<file path="config.mk">
export PLATFORM = sky130hd
export DESIGN_NAME = serial_alu_flat
export DESIGN_NICKNAME = d
export VERILOG_FILES = /design/src/rtl/alu_pkg.sv /design/src/rtl/serial_alu_if.sv /design/src/rtl/alu_bit_slice.sv /design/src/rtl/serial_alu.sv /design/src/flat_wrapper.sv
export SDC_FILE = /design/constraint.sdc
export NUM_CORES = 1
export LEC_CHECK = 0
export CAP_MARGIN = 20
export CORE_ASPECT_RATIO = 1.1
export CORE_MARGIN = 1
export CORE_UTILIZATION = 27
export CTS_BUF_LIST = sky130_fd_sc_hd__clkbuf_2 sky130_fd_sc_hd__clkbuf_4 sky130_fd_sc_hd__clkbuf_8
export CTS_CLUSTER_DIAMETER = 150
export DETAILED_ROUTE_END_ITERATION = 6
export HOLD_SLACK_MARGIN = 0.05
export PLACE_DENSITY = 0.53
export SLEW_MARGIN = 30
export SYNTH_ARGS = -nofsm -noshare
export SYNTH_HDL_FRONTEND = slang
export SYNTH_HIERARCHICAL = 1
export SYNTH_SLANG_ARGS = --single-unit
</file>
<file path="constraint.sdc">
create_clock -name clk -period 9 [get_ports clk]
set_clock_uncertainty 0.2 [all_clocks]
set_input_delay 2.25 -clock clk [delete_from_list [all_inputs] [get_ports clk]]
set_output_delay 2.25 -clock clk [all_outputs]
set_load 0.005 [all_outputs]
</file>
<file path="src/rtl/alu_pkg.sv">
// Shared definitions for the bit-serial ALU: control codes, FSM states and the
// alu_ctrl decoder.
package alu_pkg;

  localparam logic [3:0] CTRL_AND = 4'b0000;
  localparam logic [3:0] CTRL_OR  = 4'b0001;
  localparam logic [3:0] CTRL_ADD = 4'b0010;
  localparam logic [3:0] CTRL_SUB = 4'b0110;
  localparam logic [3:0] CTRL_SLT = 4'b0111;
  localparam logic [3:0] CTRL_NOR = 4'b1100;

  localparam logic [1:0] OP_AND  = 2'b00;
  localparam logic [1:0] OP_OR   = 2'b01;
  localparam logic [1:0] OP_SUM  = 2'b10;
  localparam logic [1:0] OP_LESS = 2'b11;

  typedef enum logic [1:0] {IDLE, RUN, DONE} state_e;

  typedef struct packed {
    logic       a_invert;
    logic       b_invert;
    logic [1:0] operation;
    logic       illegal;
  } ctrl_t;

  function automatic ctrl_t decode_ctrl(input logic [3:0] code);
    ctrl_t d;
    d.a_invert  = code[3];
    d.b_invert  = code[2];
    d.operation = code[1:0];
    case (code)
      CTRL_AND, CTRL_OR, CTRL_ADD, CTRL_SUB, CTRL_SLT, CTRL_NOR: d.illegal = 1'b0;
      default: d.illegal = 1'b1;
    endcase
    return d;
  endfunction

endpackage

</file>
<file path="src/rtl/serial_alu_if.sv">
// Operand/result handshake bundle for serial_alu.
interface serial_alu_if #(
  parameter int WIDTH = 32
) ();
  logic             in_valid;
  logic             in_ready;
  logic [WIDTH-1:0] src_a;
  logic [WIDTH-1:0] src_b;
  logic [3:0]       alu_ctrl;
  logic             out_valid;
  logic             out_ready;
  logic [WIDTH-1:0] result;
  logic             zero;
  logic             carry_out;
  logic             overflow;

  modport master (
    output in_valid, src_a, src_b, alu_ctrl, out_ready,
    input  in_ready, out_valid, result, zero, carry_out, overflow
  );

  modport slave (
    input  in_valid, src_a, src_b, alu_ctrl, out_ready,
    output in_ready, out_valid, result, zero, carry_out, overflow
  );
endinterface

</file>
<file path="src/rtl/alu_bit_slice.sv">
// Combinational 1-bit ALU slice: optional operand inversion, full adder and
// AND/OR/SUM/LESS select.
module alu_bit_slice
  import alu_pkg::*;
(
  input  logic       a,
  input  logic       b,
  input  logic       carry_in,
  input  logic       a_invert,
  input  logic       b_invert,
  input  logic [1:0] operation,
  input  logic       less,
  output logic       bit_result,
  output logic       carry_out,
  output logic       sum
);
  logic a_eff;
  logic b_eff;

  assign a_eff     = a ^ a_invert;
  assign b_eff     = b ^ b_invert;
  assign sum       = a_eff ^ b_eff ^ carry_in;
  assign carry_out = (a_eff & b_eff) | (a_eff & carry_in) | (b_eff & carry_in);

  always_comb begin
    bit_result = 1'b0;
    unique case (operation)
      OP_AND:  bit_result = a_eff & b_eff;
      OP_OR:   bit_result = a_eff | b_eff;
      OP_SUM:  bit_result = sum;
      OP_LESS: bit_result = less;
      default: bit_result = 1'b0;
    endcase
  end
endmodule

</file>
<file path="src/rtl/serial_alu.sv">
// Bit-serial ALU: one result bit per clock through a single slice, LSB first,
// with valid/ready handshakes on operands and result.
module serial_alu
  import alu_pkg::*;
#(
  parameter int WIDTH = 32,
  parameter int CNT_W = $clog2(WIDTH)
) (
  input logic         clk,
  input logic         rst,
  serial_alu_if.slave bus
);
  localparam logic [CNT_W-1:0] LAST_BIT = CNT_W'(WIDTH - 1);

  state_e           state_q, state_d;
  logic [WIDTH-1:0] a_sr_q, a_sr_d;
  logic [WIDTH-1:0] b_sr_q, b_sr_d;
  logic [WIDTH-2:0] res_sr_q, res_sr_d;
  logic [CNT_W-1:0] cnt_q, cnt_d;
  logic             carry_q, carry_d;
  ctrl_t            ctrl_q, ctrl_d;
  logic [WIDTH-1:0] result_q, result_d;
  logic             zero_q, zero_d;
  logic             carry_out_q, carry_out_d;
  logic             overflow_q, overflow_d;

  logic             slice_bit;
  logic             slice_carry;
  logic             slice_sum;
  logic [WIDTH-1:0] full_res;
  logic             overflow_raw;
  logic             is_arith;

  alu_bit_slice u_slice (
    .a          (a_sr_q[0]),
    .b          (b_sr_q[0]),
    .carry_in   (carry_q),
    .a_invert   (ctrl_q.a_invert),
    .b_invert   (ctrl_q.b_invert),
    .operation  (ctrl_q.operation),
    .less       (1'b0),
    .bit_result (slice_bit),
    .carry_out  (slice_carry),
    .sum        (slice_sum)
  );

  assign full_res     = {slice_bit, res_sr_q};
  assign overflow_raw = carry_q ^ slice_carry;  // carry into MSB vs out of MSB
  assign is_arith     = (ctrl_q.operation == OP_SUM) && !ctrl_q.illegal;

  always_comb begin
    state_d     = state_q;
    a_sr_d      = a_sr_q;
    b_sr_d      = b_sr_q;
    res_sr_d    = res_sr_q;
    cnt_d       = cnt_q;
    carry_d     = carry_q;
    ctrl_d      = ctrl_q;
    result_d    = result_q;
    zero_d      = zero_q;
    carry_out_d = carry_out_q;
    overflow_d  = overflow_q;

    unique case (state_q)
      IDLE: begin
        if (bus.in_valid) begin
          a_sr_d  = bus.src_a;
          b_sr_d  = bus.src_b;
          ctrl_d  = decode_ctrl(bus.alu_ctrl);
          carry_d = ctrl_d.b_invert;
          cnt_d   = '0;
          state_d = RUN;
        end
      end
      RUN: begin
        a_sr_d   = a_sr_q >> 1;
        b_sr_d   = b_sr_q >> 1;
        res_sr_d = full_res[WIDTH-1:1];
        carry_d  = slice_carry;
        cnt_d    = cnt_q + CNT_W'(1);
        if (cnt_q == LAST_BIT) begin
          cnt_d   = '0;
          state_d = DONE;
          if (ctrl_q.illegal) begin
            result_d = '0;
          end else if (ctrl_q.operation == OP_LESS) begin
            result_d = {{(WIDTH-1){1'b0}}, slice_sum ^ overflow_raw};
          end else begin
            result_d = full_res;
          end
          zero_d      = !ctrl_q.illegal && (result_d == '0);
          carry_out_d = is_arith & slice_carry;
          overflow_d  = is_arith & overflow_raw;
        end
      end
      DONE: begin
        if (bus.out_ready) state_d = IDLE;
      end
      default: state_d = IDLE;
    endcase
  end

  always_ff @(posedge clk or posedge rst) begin
    if (rst) begin
      state_q     <= IDLE;
      a_sr_q      <= '0;
      b_sr_q      <= '0;
      res_sr_q    <= '0;
      cnt_q       <= '0;
      carry_q     <= 1'b0;
      ctrl_q      <= '0;
      result_q    <= '0;
      zero_q      <= 1'b0;
      carry_out_q <= 1'b0;
      overflow_q  <= 1'b0;
    end else begin
      state_q     <= state_d;
      a_sr_q      <= a_sr_d;
      b_sr_q      <= b_sr_d;
      res_sr_q    <= res_sr_d;
      cnt_q       <= cnt_d;
      carry_q     <= carry_d;
      ctrl_q      <= ctrl_d;
      result_q    <= result_d;
      zero_q      <= zero_d;
      carry_out_q <= carry_out_d;
      overflow_q  <= overflow_d;
    end
  end

  assign bus.in_ready  = (state_q == IDLE);
  assign bus.out_valid = (state_q == DONE);
  assign bus.result    = result_q;
  assign bus.zero      = zero_q;
  assign bus.carry_out = carry_out_q;
  assign bus.overflow  = overflow_q;
endmodule

</file>
<file path="src/flat_wrapper.sv">
// flat-port wrapper written by rule: the top's interface ports become plain ports
module serial_alu_flat import alu_pkg::*;
#(
  parameter int WIDTH = 32,
  parameter int CNT_W = $clog2(WIDTH)
)
  (clk, rst, bus_in_valid, bus_src_a, bus_src_b, bus_alu_ctrl, bus_out_ready, bus_in_ready, bus_out_valid, bus_result, bus_zero, bus_carry_out, bus_overflow);
  serial_alu_if #(.WIDTH(WIDTH)) bus_i ();
  input logic clk;
  input logic rst;
  input wire logic [$bits(bus_i.in_valid)-1:0] bus_in_valid;
  input wire logic [$bits(bus_i.src_a)-1:0] bus_src_a;
  input wire logic [$bits(bus_i.src_b)-1:0] bus_src_b;
  input wire logic [$bits(bus_i.alu_ctrl)-1:0] bus_alu_ctrl;
  input wire logic [$bits(bus_i.out_ready)-1:0] bus_out_ready;
  output wire logic [$bits(bus_i.in_ready)-1:0] bus_in_ready;
  output wire logic [$bits(bus_i.out_valid)-1:0] bus_out_valid;
  output wire logic [$bits(bus_i.result)-1:0] bus_result;
  output wire logic [$bits(bus_i.zero)-1:0] bus_zero;
  output wire logic [$bits(bus_i.carry_out)-1:0] bus_carry_out;
  output wire logic [$bits(bus_i.overflow)-1:0] bus_overflow;
  assign bus_i.in_valid = bus_in_valid;
  assign bus_i.src_a = bus_src_a;
  assign bus_i.src_b = bus_src_b;
  assign bus_i.alu_ctrl = bus_alu_ctrl;
  assign bus_i.out_ready = bus_out_ready;
  assign bus_in_ready = bus_i.in_ready;
  assign bus_out_valid = bus_i.out_valid;
  assign bus_result = bus_i.result;
  assign bus_zero = bus_i.zero;
  assign bus_carry_out = bus_i.carry_out;
  assign bus_overflow = bus_i.overflow;
  serial_alu #(.WIDTH(WIDTH), .CNT_W(CNT_W)) u_core (.clk(clk), .rst(rst), .bus(bus_i));
endmodule
</file>
* Yosys cells after proc, flatten, opt, wreduce, memory -nomap -nowiden
Index checks and enable logic that the tools add are counted.
** Storage, ports and cells
- Register bits after elaboration :: 143
- Latch bits :: 0
- Bits in writable memories :: 0
- Memory bits (read-only) :: 0
- Word-level logic and storage cells :: 75
- Memories kept :: 0
** Cells by class
- Add/sub/neg operators :: 1
- Multiply operators :: 0
- Div/mod/pow operators :: 0
- Magnitude comparators :: 0
- Equality and inequality tests :: 14
- Shifts and indexed selects :: 0
- Mux-type cells :: 19
- Bitwise logic cells :: 14
- Reduce and logical (&&, ||, !) cells :: 13
** Operators by type and width (number)
- $mux 32 :: 6
- $pmux 32 s2 :: 2
- $logic_not 32->1 :: 1
- $mux 5 :: 2
- $pmux 5 s2 :: 1
- $eq 4x3->1 const B :: 2
- $eq 2x2->1 const B :: 3
- $mux 2 :: 3
- $pmux 2 s3 :: 1
- $reduce_and 2->1 :: 3
- $reduce_or 6->1 :: 1
- $xor 1x1->1 :: 6
- $add 5x1->5 const B :: 1
- $and 1x1->1 :: 5
- $eq 5x5->1 const B :: 1
- $eq 2x1->1 const B :: 2
- $eq 4x1->1 const B :: 1
- $eq 4x2->1 const B :: 1
- $eq 4x4->1 const B :: 1
- $logic_not 2->1 :: 2
- $logic_not 4->1 :: 1
- $ne 2x2->1 const B :: 2
- $pmux 1 s4 :: 1
- $or 1x1->1 :: 3
- 7 further kinds :: 9

* Depth between registers and ports, before layout
- Depth after elaboration :: 12
- Gate-level depth with buffers :: 9
- Depth with buffers taken out :: 9

* Modules after synthesis
The synthesis kept the hierarchy.
** Modules (own cells, without submodules)
- serial_alu :: times used 1, cells an instance 568, area an instance 6093.3 µm², sequential area each 3578.4 µm²
- alu_bit_slice :: times used 1, cells an instance 12, area an instance 107.6 µm², sequential area each 0.0 µm²

* Worst setup path after synthesis
No wires, ideal clock.
- Kind :: input to register
- From :: input bus_in_valid
- To :: register u_core.state_q[0]
- Setup time :: 0.127 ns
- Arrival :: 3.089 ns
- Required time :: 8.673 ns
- Setup slack :: 5.584 ns
- Cell stages on the path :: 5
- Cell sequence :: nor3b_2 > buf_2 > buf_6 > buf_2 > or2_2
** On the way
- Cells in the longest elaborated chain, start to end :: 2
** RTL lines
- from (decl) :: line flat_wrapper.sv:11 : input wire logic [$bits(bus_i.in_valid)-1:0] bus_in_valid;
- $ne 2x2->1 (no line)
- $reduce_and 3->1 (no line)
- to (signal assigned) :: line serial_alu.sv:117 : state_q <= state_d;
- to (decl) :: line serial_alu.sv:15 : state_e state_q, state_d;
No other way between the ends.
A chain may end at the register's enable or synchronous reset.

* Final worst setup path
- From :: input bus_in_valid
- To :: register u_core.a_sr_q[22]
** On the way
- Cells in the longest elaborated chain, start to end :: 2
** RTL lines
- $ne 2x2->1 (no line)
- $reduce_and 2->1 (no line)
- to (signal assigned) :: line serial_alu.sv:118 : a_sr_q <= a_sr_d;
- to (decl) :: line serial_alu.sv:16 : logic [WIDTH-1:0] a_sr_q, a_sr_d;
No other way between the ends.

==> flow_metrics.tcl <==
set metrics [dict create \
    syn_avg_cell_area_um2 10.7 \
    cts_hold_buf 0 \
    path_buf_inv 3 \
    min_period_ns 4.31 \
    cts-root-buf "clkbuf_8" \
    start_util_pct 27.8 \
    drtIter0Drc 157 \
    drt_first_pass_iters 6 \
    reg2reg_slack_ns 6.16 \
    core_area_mm2 0.0223 \
    synth_area_leader_cell "dfrtp_1" \
    hold_viol 0 \
    syn_area_mm2 0.00620 \
    areaGrowthSynthToFinish_pct 26.4 \
    power_uw 2130 \
    cts_sinks 143 \
    hpwl_mm 8.91 \
    syn-instance-count 580 \
    fin_tns_setup_ns 0 \
    post-cts-setup-buffer-count 0 \
    cpMostUsedCell "buf_4" \
    layout_common_cells "170 x nand2_1, 143 x dfrtp_1, 108 x clkdlybuf4s50_1" \
    worstPathCellList "clkdlybuf4s50_1, nor3b_4, buf_4, buf_4, mux2i_1, o21ai_0" \
    portBuffers 108 \
    whs_endpoint "u_core/a_sr_q[22]" \
    utilization_pct 35.1 \
    ys_warn_count 6 \
    cp_slowest_stage_delay_ns 0.65 \
    rsz0062_at_grt "false" \
    cp_slowest_cell "buf_4" \
    ioPinCount 109 \
    synthAdderAreaFrac_pct 1.13 \
    drive_above_1_share_pct 7.86 \
    antenna_left 0 \
    die_h_um 161 \
    crit_path_max_fanout 41 \
    max_freq_mhz 232 \
    ff2ff_path_depth 9 \
    muxShareOfSynthArea_pct 11.3 \
    crit_required_ns 9.10 \
    worstHoldStart "u_core/a_sr_q[23]" \
    synth-simple-area-share_pct 13.0 \
    grt_max_degree 91 \
    ys_seq_area_share_pct 57.7 \
    die_width_um 146 \
    drv_slew 0 \
    nets 751 \
    whs_path_depth 2 \
    antenna_found_initial 2 \
    drc 0 \
    powerDensity_mw_per_mm2 271 \
    finalSetupViolations 0 \
    synth-compound-area-share_pct 11.7 \
    htreeDepth 4 \
    floorplan.rows 57 \
    vdd_drop_max_mv 0.0976 \
    synthTopCellsByArea "dfrtp_1 58%, nand2_1 10%, mux2i_1 10%, a22o_1 4.7%, o21ai_0 4.3%" \
    grt_pass1_wl_mm 23.0 \
    grtUsageTotal_pct 12.3 \
    r2r-end "u_core/bus.zero" \
    routed_via_density 4.44 \
    cts_max_path_buffers 2 \
    synth_seq_cells 143 \
    via_count 4368 \
    critPathCaptureType "flop" \
    critPathLaunchType "input pin" \
    wl_per_cell_um 13.6 \
    insertion_delay_ns 0.44 \
    outcome "complete, no violations" \
    path_clk_slew_ns 0.10 \
    wirelength_mm 13.4 \
    cp.arrival_ns 4.42 \
    path_delay_family "buffers and inverters" \
    rr_startpoint "u_core/b_sr_q[0]" \
    cts_buffers 17 \
    async_flop_share_pct 100 \
    cts_tree "yes" \
    holdCritPathClass "reg2reg" \
    fin_crit_sh_pct 47.9 \
    synth.distinct_cells 42 \
    drv_cap 0 \
    synthXorXnorAreaFrac_pct 0.847 \
    final_common_cell "nand2_1" \
    relSlewSlack_pct 46.1 \
    die_area_mm2 0.0236 \
    cts_resized 0 \
    gpl.final_weighted_congestion 0.727 \
    overflow 0 \
    crit_type "in2reg" \
    synth_top_area_share_pct 57.7 \
    synth_ff_type "dfrtp_1" \
    p_leak_uw 0.00340 \
    grt_pass1_vias 4568 \
    synth_nets 657 \
    worst_pin_slew_ns 0.808 \
    synth_top_family_by_area "simple AND/OR/NAND/NOR gates" \
    synth_edf_count 0 \
]
logic make-up after synthesis:
logic type      after synthesis
flops                       143
other cells                   1
compound gates              113
buf+inv                      48
simple gates                196
mux                          68
xor+xnor                      6
fa+ha+maj                     5
sequential cells by signal (all words and copies together) (netlist names):
| register | cells |
|---|---|
| u_core/b_sr_q | 32 |
| u_core/a_sr_q | 32 |
| u_core/ctrl_q | 5 |
| u_core/res_sr_q | 31 |
| u_core/state_q | 2 |
| u_core/carry_q | 1 |
| u_core/bus.result | 32 |
| u_core/cnt_q | 5 |
| u_core/bus.carry_out | 1 |
| u_core/bus.zero | 1 |
| u_core/bus.overflow | 1 |
cell usage after synthesis (2+ instances only):
master / number
a21oi_1: 2
a22o_1: 33
and3_1: 2
buf_2: 16
buf_4: 8
buf_6: 5
clkbuf_1: 9
dfrtp_1: 143
ha_1: 4
inv_1: 9
mux2_2: 5
mux2i_1: 62
nand2_1: 170
nand2b_1: 2
nor2_1: 6
nor2b_1: 2
nor4_1: 5
o21ai_0: 53
o21ai_1: 17
xnor2_1: 3
xor2_1: 3
worst register-to-register path, stage by stage (launching register included):
cell	delay (ns)
dfrtp_1	0.40
xor2_1	0.20
inv_1	0.10
fa_1	0.49
inv_1	0.06
mux4_2	0.50
nor4_1	0.20
nand4_1	0.17
o41ai_2	0.27
a41o_1	0.20
area by class of cell:
cell class	instances	area, um^2
clock inverters	12	83.8
inverters	9	38.8
flip-flops and latches	143	3580
diodes	1	2.50
multi-input cells	389	2370
clock buffers	20	269
fillers	2200	14500
repair buffers	114	1130
well taps	295	369
how the worst max path moves through the flow:
stage / startpoint / endpoint / slack, ns / depth (start not counted)
finish: bus_in_valid / u_core/a_sr_q[22] / 4.69 / 6
global route: bus_in_valid / u_core/b_sr_q[29] / 4.54 / 6
CTS: bus_in_valid / u_core/a_sr_q[25] / 4.70 / 6
detailed placement: bus_in_valid / u_core/a_sr_q[21] / 4.19 / 6
global placement: bus_in_valid / u_core/a_sr_q[15] / 4.24 / 6
floorplan: rst / u_core/a_sr_q[0] / 2.71 / 1
layer usage:
layer | track usage (%) | share of wire [%]
met5 | 0 | 0.13
met4 | 4.73 | 1.5
met3 | 3.55 | 4.8
met2 | 19.5 | 47
met1 | 15.9 | 47
metrics by stage:
stage                     instance area [um^2]  hold WS [ns]  setup slack, ns  std cells
after CTS                                 7840         0.278             4.70        982
after detailed placement                  7480         0.266             4.19        950
final                                     7840         0.271             4.69        983
after floorplan                           6200         0.246             2.71        580
after global placement                    7480         0.257             4.24        950
after global routing                      7840         0.294             4.54        982
where the power goes:
part / internal (uW) / switching [uW]
Clock: 209 / 252
Sequential: 856 / 164
Combinational: 308 / 338
(Power assumes the default switching activity.)
